`src/rtl/otter_mem_pkg.sv`:
```
// Shared types and constants for the memory write path.
// The byte-lane helper turns a lane index into a one-hot enable.
package otter_mem_pkg;

  typedef enum logic [1:0] {
    IDLE  = 2'd0,
    LOAD  = 2'd1,
    WRITE = 2'd2,
    DONE  = 2'd3
  } writer_state_t;

  localparam int MEM_WORDS  = 16384;
  localparam int BYTE_LANES = 4;

  function automatic logic [BYTE_LANES-1:0] lane_bit(input logic [1:0] idx);
    lane_bit = BYTE_LANES'(1) << idx;
  endfunction

endpackage

```
`src/rtl/memory_writer_if.sv`:
```
// Byte-stream, control and memory write-port signals of memory_writer.
// master = load controller / byte source, slave = the writer itself.
interface memory_writer_if #(
  parameter int LEN_WIDTH = 17
);
  logic                 start;
  logic [31:0]          base_addr;
  logic [LEN_WIDTH-1:0] num_bytes;
  logic                 in_valid;
  logic [7:0]           in_data;
  logic                 in_ready;
  logic                 mem_we;
  logic [31:0]          mem_addr;
  logic [31:0]          mem_din;
  logic [3:0]           mem_be;
  logic                 busy;
  logic                 done;
  logic                 err;

  modport master (
    output start, base_addr, num_bytes, in_valid, in_data,
    input  in_ready, mem_we, mem_addr, mem_din, mem_be, busy, done, err
  );

  modport slave (
    input  start, base_addr, num_bytes, in_valid, in_data,
    output in_ready, mem_we, mem_addr, mem_din, mem_be, busy, done, err
  );
endinterface

```
`src/rtl/memory_writer_byte_packer.sv`:
```
// Packs accepted bytes little-endian into one word with a lane mask.
// o_word/o_mask show the word including the byte loaded this cycle.
module byte_packer
  import otter_mem_pkg::*;
(
  input  logic                    clk,
  input  logic                    rst_n,
  input  logic                    i_clear,
  input  logic                    i_load,
  input  logic [7:0]              i_byte,
  output logic [8*BYTE_LANES-1:0] o_word,
  output logic [BYTE_LANES-1:0]   o_mask,
  output logic                    o_full
);

  logic [1:0]              r_lane;
  logic [8*BYTE_LANES-1:0] r_word;
  logic [BYTE_LANES-1:0]   r_mask;
  logic [8*BYTE_LANES-1:0] w_word;
  logic [BYTE_LANES-1:0]   w_mask;

  always_comb begin
    w_word = r_word;
    w_mask = r_mask;
    if (i_load) begin
      w_word[8*r_lane +: 8] = i_byte;
      w_mask                = r_mask | lane_bit(r_lane);
    end else begin
      w_word = r_word;
      w_mask = r_mask;
    end
  end

  always_ff @(posedge clk or negedge rst_n) begin
    if (!rst_n) begin
      r_lane <= 2'd0;
      r_word <= '0;
      r_mask <= '0;
    end else if (i_clear) begin
      r_lane <= 2'd0;
      r_word <= '0;
      r_mask <= '0;
    end else if (i_load) begin
      r_lane <= r_lane + 2'd1;
      r_word <= w_word;
      r_mask <= w_mask;
    end
  end

  assign o_word = w_word;
  assign o_mask = w_mask;
  assign o_full = i_load && (r_lane == 2'd3);

endmodule

```
`src/rtl/memory_writer.sv`:
```
// Boot-loader write path: packs a byte stream into little-endian words and
// issues one synchronous word write per packed word.
module memory_writer
  import otter_mem_pkg::*;
#(
  parameter int ADDR_WIDTH = $clog2(MEM_WORDS),
  parameter int LEN_WIDTH  = 17
) (
  input  logic            clk,
  input  logic            rst_n,
  memory_writer_if.slave  bus
);

  writer_state_t         r_state;
  logic [ADDR_WIDTH-1:0] r_word_addr;
  logic [LEN_WIDTH-1:0]  r_remaining;
  logic                  r_in_ready;
  logic                  r_mem_we;
  logic [31:0]           r_mem_addr;
  logic [31:0]           r_mem_din;
  logic [3:0]            r_mem_be;
  logic                  r_busy;
  logic                  r_done;
  logic                  r_err;

  logic                  w_accept;
  logic                  w_last;
  logic                  w_clear;
  logic [31:0]           w_word;
  logic [3:0]            w_mask;
  logic                  w_full;
  logic                  w_unused_addr_bits;

  assign w_accept = (r_state == LOAD) && bus.in_valid && r_in_ready;
  assign w_last   = w_accept && (r_remaining == LEN_WIDTH'(1));
  assign w_clear  = ((r_state == IDLE) && bus.start) || (r_state == WRITE);
  assign w_unused_addr_bits = ^{bus.base_addr[31:ADDR_WIDTH+2], bus.base_addr[1:0]};

  byte_packer u_packer (
    .clk     (clk),
    .rst_n   (rst_n),
    .i_clear (w_clear),
    .i_load  (w_accept),
    .i_byte  (bus.in_data),
    .o_word  (w_word),
    .o_mask  (w_mask),
    .o_full  (w_full)
  );

  always_ff @(posedge clk or negedge rst_n) begin
    if (!rst_n) begin
      r_state     <= IDLE;
      r_word_addr <= '0;
      r_remaining <= '0;
      r_in_ready  <= 1'b0;
      r_mem_we    <= 1'b0;
      r_mem_addr  <= 32'd0;
      r_mem_din   <= 32'd0;
      r_mem_be    <= 4'd0;
      r_busy      <= 1'b0;
      r_done      <= 1'b0;
      r_err       <= 1'b0;
    end else begin
      r_mem_we  <= 1'b0;
      r_mem_din <= 32'd0;
      r_mem_be  <= 4'd0;
      r_done    <= 1'b0;
      case (r_state)
        IDLE: begin
          r_in_ready <= 1'b0;
          if (bus.start) begin
            r_word_addr <= bus.base_addr[ADDR_WIDTH+1:2];
            r_remaining <= bus.num_bytes;
            r_err       <= 1'b0;
            r_busy      <= 1'b1;
            if (bus.num_bytes == {LEN_WIDTH{1'b0}}) begin
              r_state <= DONE;
            end else begin
              r_state    <= LOAD;
              r_in_ready <= 1'b1;
            end
          end
        end
        LOAD: begin
          if (w_accept) begin
            r_remaining <= r_remaining - LEN_WIDTH'(1);
            // Word is committed on the edge that takes its final byte.
            if (w_full || w_last) begin
              r_state    <= WRITE;
              r_in_ready <= 1'b0;
              r_mem_we   <= 1'b1;
              r_mem_addr <= {{(30-ADDR_WIDTH){1'b0}}, r_word_addr, 2'b00};
              r_mem_din  <= w_word;
              r_mem_be   <= w_mask;
            end
          end
        end
        WRITE: begin
          if (r_remaining == {LEN_WIDTH{1'b0}}) begin
            r_state <= DONE;
          end else if (r_word_addr == {ADDR_WIDTH{1'b1}}) begin
            r_err   <= 1'b1;
            r_state <= DONE;
          end else begin
            r_word_addr <= r_word_addr + ADDR_WIDTH'(1);
            r_in_ready  <= 1'b1;
            r_state     <= LOAD;
          end
        end
        DONE: begin
          r_done  <= 1'b1;
          r_busy  <= 1'b0;
          r_state <= IDLE;
        end
        default: begin
          r_state    <= IDLE;
          r_in_ready <= 1'b0;
          r_busy     <= 1'b0;
        end
      endcase
    end
  end

  assign bus.in_ready = r_in_ready;
  assign bus.mem_we   = r_mem_we;
  assign bus.mem_addr = r_mem_addr;
  assign bus.mem_din  = r_mem_din;
  assign bus.mem_be   = r_mem_be;
  assign bus.busy     = r_busy;
  assign bus.done     = r_done;
  assign bus.err      = r_err;

endmodule

```
`src/flat_wrapper.sv`:
```
// flat-port wrapper written by rule: the top's interface ports become plain ports
module memory_writer_flat import otter_mem_pkg::*;
#(
  parameter int ADDR_WIDTH = $clog2(MEM_WORDS),
  parameter int LEN_WIDTH  = 17
)
  (clk, rst_n, bus_start, bus_base_addr, bus_num_bytes, bus_in_valid, bus_in_data, bus_in_ready, bus_mem_we, bus_mem_addr, bus_mem_din, bus_mem_be, bus_busy, bus_done, bus_err);
  memory_writer_if #(.LEN_WIDTH(LEN_WIDTH)) bus_i ();
  input  logic clk;
  input  logic rst_n;
  input wire logic [$bits(bus_i.start)-1:0] bus_start;
  input wire logic [$bits(bus_i.base_addr)-1:0] bus_base_addr;
  input wire logic [$bits(bus_i.num_bytes)-1:0] bus_num_bytes;
  input wire logic [$bits(bus_i.in_valid)-1:0] bus_in_valid;
  input wire logic [$bits(bus_i.in_data)-1:0] bus_in_data;
  output wire logic [$bits(bus_i.in_ready)-1:0] bus_in_ready;
  output wire logic [$bits(bus_i.mem_we)-1:0] bus_mem_we;
  output wire logic [$bits(bus_i.mem_addr)-1:0] bus_mem_addr;
  output wire logic [$bits(bus_i.mem_din)-1:0] bus_mem_din;
  output wire logic [$bits(bus_i.mem_be)-1:0] bus_mem_be;
  output wire logic [$bits(bus_i.busy)-1:0] bus_busy;
  output wire logic [$bits(bus_i.done)-1:0] bus_done;
  output wire logic [$bits(bus_i.err)-1:0] bus_err;
  assign bus_i.start = bus_start;
  assign bus_i.base_addr = bus_base_addr;
  assign bus_i.num_bytes = bus_num_bytes;
  assign bus_i.in_valid = bus_in_valid;
  assign bus_i.in_data = bus_in_data;
  assign bus_in_ready = bus_i.in_ready;
  assign bus_mem_we = bus_i.mem_we;
  assign bus_mem_addr = bus_i.mem_addr;
  assign bus_mem_din = bus_i.mem_din;
  assign bus_mem_be = bus_i.mem_be;
  assign bus_busy = bus_i.busy;
  assign bus_done = bus_i.done;
  assign bus_err = bus_i.err;
  memory_writer #(.ADDR_WIDTH(ADDR_WIDTH), .LEN_WIDTH(LEN_WIDTH)) u_core (.clk(clk), .rst_n(rst_n), .bus(bus_i));
endmodule
```
`config.mk`:
```
export PLATFORM = sky130hd
export DESIGN_NAME = memory_writer_flat
export DESIGN_NICKNAME = d
export VERILOG_FILES = /design/src/rtl/otter_mem_pkg.sv /design/src/rtl/memory_writer_if.sv /design/src/rtl/memory_writer_byte_packer.sv /design/src/rtl/memory_writer.sv /design/src/flat_wrapper.sv
export SDC_FILE = /design/constraint.sdc
export NUM_CORES = 1
export LEC_CHECK = 0
export ABC_AREA = 1
export BUFFER_PORTS_ARGS = -buffer_cell sky130_fd_sc_hd__clkbuf_2
export CORE_MARGIN = 5
export CORE_UTILIZATION = 40
export CTS_BUF_LIST = sky130_fd_sc_hd__clkbuf_8
export CTS_CLUSTER_SIZE = 25
export DETAILED_ROUTE_END_ITERATION = 16
export PLACE_DENSITY = 0.69
export SLEW_MARGIN = 5
export SYNTH_ARGS = -nofsm -noshare
export SYNTH_HDL_FRONTEND = slang
export SYNTH_SLANG_ARGS = --single-unit
```
`constraint.sdc`:
```
create_clock -name clk -period 1.6 [get_ports clk]
set_input_delay 0.08 -clock clk [delete_from_list [all_inputs] [get_ports clk]]
set_output_delay 0.08 -clock clk [all_outputs]
set_load 0.05 [all_outputs]
```
==> qor.csv, run 1 <==
stage;metric;value;unit
worst_hold_path;min-delay-path-class;in -> reg;
synthesis;synthCells;777;
worst_setup_path;reg2reg_depth;12;
detailed_routing;wirelength;19000;um
die;design.die.area;18500;um2
die;start_util;40.4;%
grt;grt_usage;18.4;%
cells_and_area;seq_area;3160;um2
worst_setup_path;path_class;reg -> reg;
die;num_io_pins;134;
worst_setup_path;worst-path-buf-inv;3;
worst_setup_path;critical_path.cell_chain;inv_1 > ha_1 > nand2_2 > nor2_1 > nand2_1 > nor2_1 > nand2_1 > nand3_2 > inv_4 > clkbuf_16 > nand2_2 > nand2_1;
power_and_ir_drop;peakVddDrop;512;uV
cts;insertion_delay;0.46;ns
detailed_routing;drc_errors;0;
worst_setup_path;path_depth;12;
detailed_routing;routedWlPerCell;15.5;um
synthesis;netlist_area;6340;um2
sta;timing.final.ws_setup;-0.0872;ns
worst_setup_path;cp_top_family;simple AND/OR/NAND/NOR gates;
sta;finalHoldViolations;0;
sta;final-setup-viol-count;39;
die;die_h;136;um
grt;grt_pass1_vias;5549;
synthesis;synth_top_area_cell;dfrtp_1;
grt;gr-total-overflow;0;
cts;clock_path_buffers;2;
cts;ctsHtreeMaxLevel;4;
die;die_w;136;um
placed_design;hpwlAfterDp;11700;um
cells_and_area;fill_cells;1331;
synthesis;synth_common_cells;nand2_1 (170), dfrtp_1 (126), inv_1 (94), nor2_1 (94), o21ai_0 (61);
worst_setup_path;cp-start-kind;register;
synthesis;yosys_warnings;0;
detailed_routing;antenna_left;0;
worst_setup_path;slowest_stage;dfrtp_1;
grt;grt_pass1_wl;26800;um
worst_setup_path;required;1.95;ns
synthesis;yosys-top-cells-area;dfrtp_1 (50%), nand2_1 (10%), inv_1 (5.6%), nor2_1 (5.6%), o21ai_0 (4.8%);
power_and_ir_drop;leakagePower;4.80;nW
die;num_rows;46;
detailed_routing;firstDrtPassIters;5;
run_status;violations;negative setup slack;
synthesis;ys.flop_type;dfrtp_1;
cts;cts-root-buf;clkbuf_8;
synthesis;yosysUniqueCellTypes;35;
sta;fin_setup_tns;-1.05;ns
synthesis;synth_seq_cells;126;
worst_setup_path;critical_path.most_common_cell;nand2_1;
cts;cts_sinks;126;
cells_and_area;synthToLayoutAreaGrowth;46.2;%
placed_design;place.gp.congestion;0.889;
worst_setup_path;cp_max_fo;12;
detailed_routing;vias;6157;
run_status;status;finished, violations left;
synthesis;synth_area_per_cell;8.17;um2
sta;fin_crit_sh;105;%
synthesis;synth_edf_count;0;
sta;rsz0062_at_grt;true;
worst_hold_path;worstHoldPathCells;5;
cts;cts.clk_slew.worst_paths;0.08;ns
grt;antenna_found_initial;0;
cells_and_area;fin_nets;1073;
cells_and_area;multi_input_area;3170;um2
grt;grt_max_degree;40;
worst_setup_path;cp_slowest_stage_delay;0.40;ns
sta;report.final.slew_viol_count;0;
synthesis;yosysMostFrequentCell;nand2_1;
detailed_routing;first_iter_violations;511;
worst_setup_path;arrival;2.04;ns
sta;max_freq;0.593;GHz
sta;period_minus_slack;1.69;ns
cells_and_area;fin_cells;1226;
power_and_ir_drop;power.density;693;nW/um2
placed_design;dp.cells;1135;
detailed_routing;viasPerCell;5.02;
placed_design;port-buffer-count;97;
cells_and_area;drive_gt1_share;36.8;%
synthesis;yosysTopAreaCellShare;49.7;%
cells_and_area;n_antenna_cell;0;
synthesis;synthArstFlopShare;100;%
cts;cts_tree;done;
die;coreArea;15700;um2
worst_setup_path;end_kind;register;
flow_run;cap_violations;0;
synthesis;yosysSeqAreaShare;49.7;%
sta;clock_skew;0.00992;ns
cts;cts_buffers;17;
==> kinds of logic after synthesis <==
family,count (synthesis),synth area share [%]
and+or+nand+nor,340,22.1
buffers and inverters,145,10.7
AOI/OAI and AO/OA,146,13.9
adders and majority gates,15,2.96
xor gates and xnor gates,4,0.552
other,1,0.0591
DFF,126,49.7
==> power breakdown <==
group          total (mW)  internal (mW)  leakage [nW]  switching, mW
logic               0.394          0.135          3.00          0.259
clock network        2.85           1.40         0.182           1.45
registers            3.19           3.18          1.62        0.00270
total                6.43           4.72          4.80           1.71
==> sequential cells by signal (all words and copies together) (netlist names), 2 cells and up <==
signal                  count
u_core.bus.mem_addr        14
u_core.bus.mem_be           4
u_core.bus.mem_din         32
u_core.r_remaining         17
u_core.r_state              2
u_core.r_word_addr         14
u_core.u_packer.r_lane      2
u_core.u_packer.r_mask      4
u_core.u_packer.r_word     32
==> through the flow <==
stage	setup slack (ns)	hold WS [ns]	util, %	area [um2]	power, mW
finish	-0.0872	0.0190	59.0	9280	6.43
global route	-0.171	0.0252	59.0	9280	6.64
CTS	-0.00664	0.00388	53.6	8430	6.44
detailed placement	-0.140	0.0605	47.8	7510	3.56
global placement	-0.0660	0.0573	47.8	7510	3.56
floorplan	-0.0334	-0.216	-	6420	3.43
==> cell type report <==
class                           count  area share, %
Clock buffer                       17           2.52
Clock inverter                     15           1.75
Inverter                          100           4.25
Multi-Input combinational cell    523           34.2
Sequential cell                   126           34.0
Tap cell                          216           2.91
Timing Repair Buffer              229           20.4
==> worst reg2reg max path, stage by stage, from the launching register on <==
cell       delay (ns)
dfrtp_1          0.40
inv_1            0.12
ha_1             0.20
nand2_2          0.06
nor2_1           0.08
nand2_1          0.05
nor2_1           0.08
nand2_1          0.11
nand3_2          0.11
inv_4            0.06
clkbuf_16        0.18
nand2_2          0.07
nand2_1          0.05
==> repair_timing <==
item | in CTS | in global routing
hold buffers | 35 | 0
hold endpoints to repair | 161 | 0
setup endpoints to repair | 90 | 113
gates resized for setup | 56 | 147
buffers inserted | 5 | 6
gates cloned | 1 | 13
pin swaps | 5 | 17
==> layer usage <==
layer	share of wire [%]	vias to the layer above	global-route usage (%)
li1	-	2934	-
met1	40	2923	23.1
met2	50	246	31.3
met3	6.1	54	3.96
met4	3.2	0	7.11
met5	0	-	0
==> path summary, 6_finish.rpt <==
kind	startpoint	to	slack [ns]
max	u_core.r_remaining[0]$_DFFE_PN0P_	u_core.r_word_addr[10]$_DFFE_PN0P_	-0.09
min	bus_num_bytes[12]	u_core.r_remaining[12]$_DFFE_PN0P_	0.02
max reg2reg	u_core.r_remaining[0]$_DFFE_PN0P_	u_core.r_word_addr[10]$_DFFE_PN0P_	-0.09
min reg2reg	u_core.bus.mem_addr[15]$_DFFE_PN0P_	u_core.bus.mem_addr[15]$_DFFE_PN0P_	0.48
max in group asynchronous	rst_n	u_core.bus.mem_din[5]$_DFF_PN0_	0.93
min in group asynchronous	rst_n	u_core.r_remaining[8]$_DFFE_PN0P_	0.10
==> placed cells by master (no fill, tap or decap), drive strengths merged, types with 7 or more instances in the layout <==
cell type    count
a21oi           12
a22oi           16
a32oi            8
buf             90
clkbuf         121
clkinvlp         7
conb            18
dfrtp          126
dlygate4sd3     35
ha              15
inv            102
nand2          171
nand3           58
nor2            98
nor3             7
o21ai           82
o22ai           19
Power figures use the tool's default switching activity.
==> inputs of run 2 (changes only) <==
--- a/config.mk
+++ b/config.mk
@@ -13,6 +13,7 @@
 export CTS_CLUSTER_SIZE = 25
 export DETAILED_ROUTE_END_ITERATION = 16
 export PLACE_DENSITY = 0.69
+export REMOVE_ABC_BUFFERS = 1
 export SLEW_MARGIN = 5
 export SYNTH_ARGS = -nofsm -noshare
 export SYNTH_HDL_FRONTEND = slang
==> qor.csv, run 2 (synthesis gave the netlist of run 1 again) <==
stage;metric;value;unit;change
cells_and_area;mostFrequentLayoutCells;nand2_1 (150), dfrtp_1 (124), clkbuf_2 (96);;
cells_and_area;fin_cells;1212;;-1.1%
sta;report.final.slew_viol_count;0;;unchanged
worst_setup_path;critical_path.most_common_cell;nand3_4;;
worst_setup_path;startpoint;u_core.r_state[1]$_DFFE_PN0P_;;
detailed_routing;drc_errors;0;;unchanged
worst_setup_path;cp_max_fo;10;;-2
cells_and_area;synthToLayoutAreaGrowth;42.6;%;
die;num_io_pins;134;;unchanged
placed_design;place.gp.congestion;0.870;;-2.1%
sta;clock_skew;0.0124;ns;+0.00245 ns
sta;period_minus_slack;1.64;ns;-0.0487 ns
grt;grt_usage;18.2;%;-0.22 points
sta;whs;0.0306;ns;+0.0116 ns
sta;final-setup-viol-count;19;;-51%
run_status;status;finished, violations left;;
die;die_h;136;um;unchanged
placed_design;hpwlAfterDp;11200;um;-3.8%
power_and_ir_drop;power;6.70;mW;+4.2%
die;num_rows;46;;unchanged
grt;antenna_found_initial;0;;unchanged
worst_setup_path;arrival;2.02;ns;-0.02 ns
placed_design;pre_cts_ws;-0.218;ns;-0.0783 ns
detailed_routing;firstDrtPassIters;5;;unchanged
cts;insertion_delay;0.45;ns;about the same
power_and_ir_drop;power.density;741;nW/um2;+6.8%
sta;rsz0062_at_grt;true;;
run_status;violations;negative setup slack;;
grt;grt_max_degree;55;;+38%
flow_run;cap_violations;0;;unchanged
worst_setup_path;end_kind;register;;
sta;timing.final.ws_setup;-0.0384;ns;+0.0487 ns
worst_setup_path;required;1.98;ns;+0.03 ns
cells_and_area;final_core_util;57.6;%;-1.5 points
power_and_ir_drop;peakVddDrop;462;uV;-9.6%
worst_setup_path;cp_top_family;simple AND/OR/NAND/NOR gates;;
grt;grt_pass1_vias;5576;;+0.49%
cts;cts_buffers;17;;unchanged
cells_and_area;drive_gt1_share;35.1;%;-1.7 points
placed_design;port-buffer-count;97;;unchanged
detailed_routing;antenna_left;0;;unchanged
detailed_routing;viasPerCell;4.88;;-2.8%
worst_setup_path;slowest_stage;dfrtp_2;;
placed_design;dp.cells;1134;;-0.088%
die;coreArea;15700;um2;unchanged
grt;grt_pass1_wl;26800;um;unchanged
worst_setup_path;path_class;reg -> reg;;
die;start_util;40.4;%;unchanged
cts;cts_sinks;126;;unchanged
grt;gr-total-overflow;0;;unchanged
detailed_routing;wirelength;17200;um;-9.8%
cells_and_area;final_common_cell;nand2_1;;
cells_and_area;fin_nets;1059;;-1.3%
sta;finalHoldViolations;0;;unchanged
sta;max_freq;0.610;GHz;+3.0%
cts;clock_path_buffers;2;;unchanged
placed_design;place_area;7470;um2;-0.53%
worst_setup_path;reg2reg_from;u_core.r_state[1]$_DFFE_PN0P_;;
die;design.die.area;18500;um2;unchanged
worst_setup_path;critical_path.cell_chain;inv_4 > ha_4 > nand3_4 > nor2_4 > nand3_4 > nand2_4 > inv_6 > bufbuf_16 > nor2_2;;
detailed_routing;routedWlPerCell;14.2;um;-8.7%
cts;cts-root-buf;clkbuf_8;;
worst_hold_path;min-delay-path-class;in -> reg;;
detailed_routing;vias;5914;;-3.9%
cts;cts.clk_slew.worst_paths;0.08;ns;about the same
power_and_ir_drop;leakagePower;4.66;nW;-2.9%
worst_hold_path;worstHoldStart;bus_in_data[1];;
worst_setup_path;worst-path-buf-inv;3;;unchanged
worst_setup_path;cp_slowest_stage_delay;0.45;ns;+0.05 ns
sta;fin_setup_tns;-0.378;ns;+0.676 ns
worst_setup_path;reg2reg_slack;-0.04;ns;+0.05 ns
die;die_w;136;um;unchanged
cells_and_area;final_area;9050;um2;-2.5%
cells_and_area;n_antenna_cell;0;;unchanged
cts;cts_tree;done;;
cts;ctsHtreeMaxLevel;4;;unchanged
sta;fin_crit_sh;102;%;-3.0 points
worst_setup_path;cp-start-kind;register;;
detailed_routing;first_iter_violations;523;;+2.3%
run 2: area by class of cell:
type	count	area, um2
tap	216	270
inverter	100	403
multi-input combinational	523	3130
fill	1374	6670
clock inverter	13	188
clock buffer	19	262
sequential	126	3160
timing repair buffer	215	1640
run 2: layer usage:
metal / part of all wire (%) / vias up / wire length [um] / GRT usage [%]
li1: - / 2893 / - / -
met1: 43 / 2814 / 7450 / 23.4
met2: 49 / 172 / 8360 / 30.0
met3: 5.6 / 35 / 961 / 4.55
met4: 2.4 / 0 / 406 / 6.49
met5: 0 / - / 0 / 0
run 2: path summary, 6_finish.rpt:
path,endpoint,cells past startpoint
setup / recovery,u_core.bus.mem_din[21]$_DFF_PN0_,9
hold / removal,u_core.bus.mem_din[17]$_DFF_PN0_,3
setup reg to reg,u_core.bus.mem_din[21]$_DFF_PN0_,9
hold reg to reg,u_core.bus.mem_addr[15]$_DFFE_PN0P_,2
max in group asynchronous,u_core.r_state[1]$_DFFE_PN0P_,3
min in group asynchronous,u_core.bus.mem_din[27]$_DFF_PN0_,2
run 2: repair_timing:
item | CTS | global route
setup endpoints to repair | 111 | 117
gates resized for setup | 64 | 132
pin swaps | 7 | 20
hold buffers | 35 | 0
endpoints found under the hold margin | 160 | 0
gates cloned | 3 | 1
setup buffers | 5 | 4
run 2: worst reg2reg max path, cell delays in order, from the launching register on:
cell	delay [ns]
dfrtp_2	0.45
inv_4	0.09
ha_4	0.16
nand3_4	0.11
nor2_4	0.15
nand3_4	0.09
nand2_4	0.09
inv_6	0.06
bufbuf_16	0.28
nor2_2	0.09
run 2: power by group:
part / total, mW / switching, mW / internal (mW)
clock: 3.13 / 1.35 / 1.78
sequential: 3.19 / 0.00298 / 3.19
combinational: 0.381 / 0.249 / 0.132
total: 6.70 / 1.60 / 5.10
==> inputs of run 3 (changes only) <==
--- a/config.mk
+++ b/config.mk
@@ -7,12 +7,14 @@
 export LEC_CHECK = 0
 export ABC_AREA = 1
 export BUFFER_PORTS_ARGS = -buffer_cell sky130_fd_sc_hd__clkbuf_2
+export CELL_PAD_IN_SITES_DETAIL_PLACEMENT = 0
+export CELL_PAD_IN_SITES_GLOBAL_PLACEMENT = 2
 export CORE_MARGIN = 5
-export CORE_UTILIZATION = 40
+export CORE_UTILIZATION = 30
 export CTS_BUF_LIST = sky130_fd_sc_hd__clkbuf_8
 export CTS_CLUSTER_SIZE = 25
 export DETAILED_ROUTE_END_ITERATION = 16
-export PLACE_DENSITY = 0.69
+export PLACE_DENSITY = 0.84
 export REMOVE_ABC_BUFFERS = 1
 export SLEW_MARGIN = 5
 export SYNTH_ARGS = -nofsm -noshare
==> qor.csv, run 3 (synthesis gave the netlist of run 1 again) <==
stage;metric;value;unit;change
worst_setup_path;end_kind;register;;
detailed_routing;wirelength;18400;um;+7.1%
cells_and_area;mostFrequentLayoutCells;nand2_1 (142), dfrtp_1 (126), clkbuf_2 (96);;
die;die_h;155;um;+14%
die;start_util;30.3;%;-10 points
power_and_ir_drop;peakVddDrop;395;uV;-15%
sta;rsz0062_at_grt;true;;
sta;report.final.slew_viol_count;0;;unchanged
power_and_ir_drop;leakagePower;4.87;nW;+4.4%
cells_and_area;seq_area;3150;um2;about the same
cts;cts-root-buf;clkbuf_8;;
detailed_routing;viasPerCell;4.51;;-7.6%
worst_setup_path;critical_path.most_common_cell;nor2_2;;
cts;insertion_delay;0.45;ns;about the same
cts;cts_buffers;17;;unchanged
cells_and_area;n_antenna_cell;0;;unchanged
placed_design;pre_cts_ws;-0.245;ns;-0.0266 ns
worst_setup_path;required;1.98;ns;about the same
sta;fin_crit_sh;103;%;+0.86 points
grt;grt_usage;15.0;%;-3.2 points
worst_setup_path;arrival;2.03;ns;about the same
worst_setup_path;cp_slowest_stage_delay;0.43;ns;-0.02 ns
detailed_routing;firstDrtPassIters;5;;unchanged
power_and_ir_drop;sw_frac_of_total;26.1;%;+2.2 points
cells_and_area;synthToLayoutAreaGrowth;45.9;%;
power_and_ir_drop;internal-power;4.76;mW;-6.6%
worst_setup_path;path_class;reg -> reg;;
grt;antenna_found_initial;0;;unchanged
sta;finalHoldViolations;0;;unchanged
placed_design;port-buffer-count;97;;unchanged
detailed_routing;vias;5858;;-0.95%
power_and_ir_drop;comb_power_share;5.8;%;about the same
power_and_ir_drop;power_frac_seq;49.5;%;+1.9 points
cts;clock_path_buffers;2;;unchanged
die;coreArea;21000;um2;+33%
flow_run;cap_violations;0;;unchanged
grt;gr-usage-met2;25.4;%;-4.7 points
detailed_routing;routedWlPerCell;14.2;um;about the same
power_and_ir_drop;power;6.44;mW;-3.9%
sta;max_freq;0.605;GHz;-0.83%
sta;clock_skew;0.0188;ns;+0.00644 ns
run_status;status;finished, violations left;;
sta;tightest_slew;0.575;ns;
cells_and_area;final_common_cell;nand2_1;;
placed_design;hpwlAfterDp;12500;um;+11%
grt;use_met3;2.70;%;-1.9 points
power_and_ir_drop;clock_power_share;44.7;%;-2.0 points
detailed_routing;antenna_left;0;;unchanged
sta;relSlewSlack;61.7;%;
detailed_routing;drc_errors;0;;unchanged
run_status;violations;negative setup slack;;
sta;timing.final.ws_setup;-0.0521;ns;-0.0137 ns
sta;final-setup-viol-count;78;;+59
power_and_ir_drop;power.switching;1.68;mW;+5.1%
detailed_routing;first_iter_violations;327;;-37%
power_and_ir_drop;power.density;696;nW/um2;-6.1%
sta;period_minus_slack;1.65;ns;+0.0137 ns
grt;grt_pass1_vias;5713;;+2.5%
grt;gr-total-overflow;0;;unchanged
cells_and_area;fill_cells;2154;;+57%
worst_setup_path;critical_path.cell_chain;inv_2 > ha_4 > nand3_4 > nor2_2 > nand3_2 > nand2_4 > inv_8 > buf_12 > nor2_2;;
grt;grt_pass1_wl;29000;um;+8.2%
cts;ctsHtreeMaxLevel;4;;unchanged
cts;cts_tree;done;;
cells_and_area;multi_input_area;3070;um2;-1.9%
cts;cts_sinks;126;;unchanged
grt;grt_max_degree;78;;+42%
cells_and_area;fin_nets;1087;;+2.6%
grt;top_usage_layer;met2;;
die;design.die.area;24200;um2;+31%
die;die_w;155;um;+14%
sta;whs;0.0260;ns;-0.00463 ns
cts;cts.clk_slew.worst_paths;0.08;ns;about the same
worst_setup_path;cp_max_fo;26;;+16
die;num_rows;53;;+15%
worst_hold_path;min-delay-path-class;in -> reg;;
worst_setup_path;cp-start-kind;register;;
die;num_io_pins;134;;unchanged
placed_design;place.gp.congestion;0.783;;-10%
cells_and_area;drive_gt1_share;36.8;%;+1.7 points
grt;grtUsageMet1;19.4;%;-4.0 points
worst_setup_path;slowest_stage;dfrtp_1;;
-- run 3: changes by cell type in the layout (fill, tap and decap cells not counted), moves of 4 or more --
cell,before,now
buf_4,65,90
o21ai_2,13,28
o21ai_0,31,19
a22oi_1,5,15
a22oi_2,11,1
nand2_1,150,142
nand2_2,18,24
inv_6,2,7
nor2_4,16,11
clkbuf_16,1,5
nor2_1,56,60
-- run 3: metrics by stage --
stage	setup TNS (ns)	util, %	instance area (um2)	std cells
2_1_floorplan	-83.91	-	6100	749
3_3_place_gp	-7.95	36.7	7690	1212
3_5_place_dp	-10.24	36.7	7690	1212
4_1_cts	-0.623	41.7	8730	1288
5_1_grt	-11.95	44.2	9260	1299
6_report	-2.06	44.2	9260	1299
-- run 3: worst max-delay path, delay by kind of cell (launching register included) --
| family | cells | cell delay, ns |
|---|---|---|
| buf+inv | 3 | 0.35 |
| fa+ha+maj | 1 | 0.17 |
| simple gates | 5 | 0.61 |
| flops | 1 | 0.43 |
-- run 3: path summary, 6_finish.rpt --
check | startpoint | to | slack [ns] | depth (start not counted)
max | u_core.r_state[1]$_DFFE_PN0P_ | u_core.bus.mem_din[23]$_DFF_PN0_ | -0.05 | 9
min | bus_num_bytes[14] | u_core.r_remaining[14]$_DFFE_PN0P_ | 0.03 | 5
max reg2reg | u_core.r_state[1]$_DFFE_PN0P_ | u_core.bus.mem_din[23]$_DFF_PN0_ | -0.05 | 9
min reg2reg | u_core.bus.mem_addr[15]$_DFFE_PN0P_ | u_core.bus.mem_addr[15]$_DFFE_PN0P_ | 0.49 | 2
max in group asynchronous | rst_n | u_core.bus.mem_be[1]$_DFF_PN0_ | 0.90 | 3
min in group asynchronous | rst_n | u_core.u_packer.r_word[20]$_DFFE_PN0P_ | 0.24 | 3
-- run 3: repair_timing --
item                       CTS  global route
pin swaps                   10            23
setup endpoints to repair  101           119
gates cloned                 1             6
hold buffers                34             0
setup buffers                9             5
hold endpoints to repair   161             0
gates resized for setup     79           117
-- run 3: power by group through the flow --
stage	registers (mW)	logic [mW]	clock network [mW]
2_1_floorplan	3.25	0.145	0
3_3_place_gp	3.25	0.308	0
3_5_place_dp	3.25	0.306	0
4_1_cts	3.19	0.375	2.96
5_1_grt	3.19	0.416	3.11
6_report	3.19	0.375	2.88
-- run 3: layer usage --
metal	vias up	wire length (um)
met5	-	0
met4	0	315
met3	24	779
met2	123	8950
met1	2758	8340
li1	2953	-
-- run 3: layout make-up --
cell class	instances	share of cell area, %
Sequential cell	126	34.0
Tap cell	275	3.72
Inverter	100	4.22
Clock buffer	18	2.68
Clock inverter	14	1.68
Timing Repair Buffer	243	20.5
Multi-Input combinational cell	523	33.1
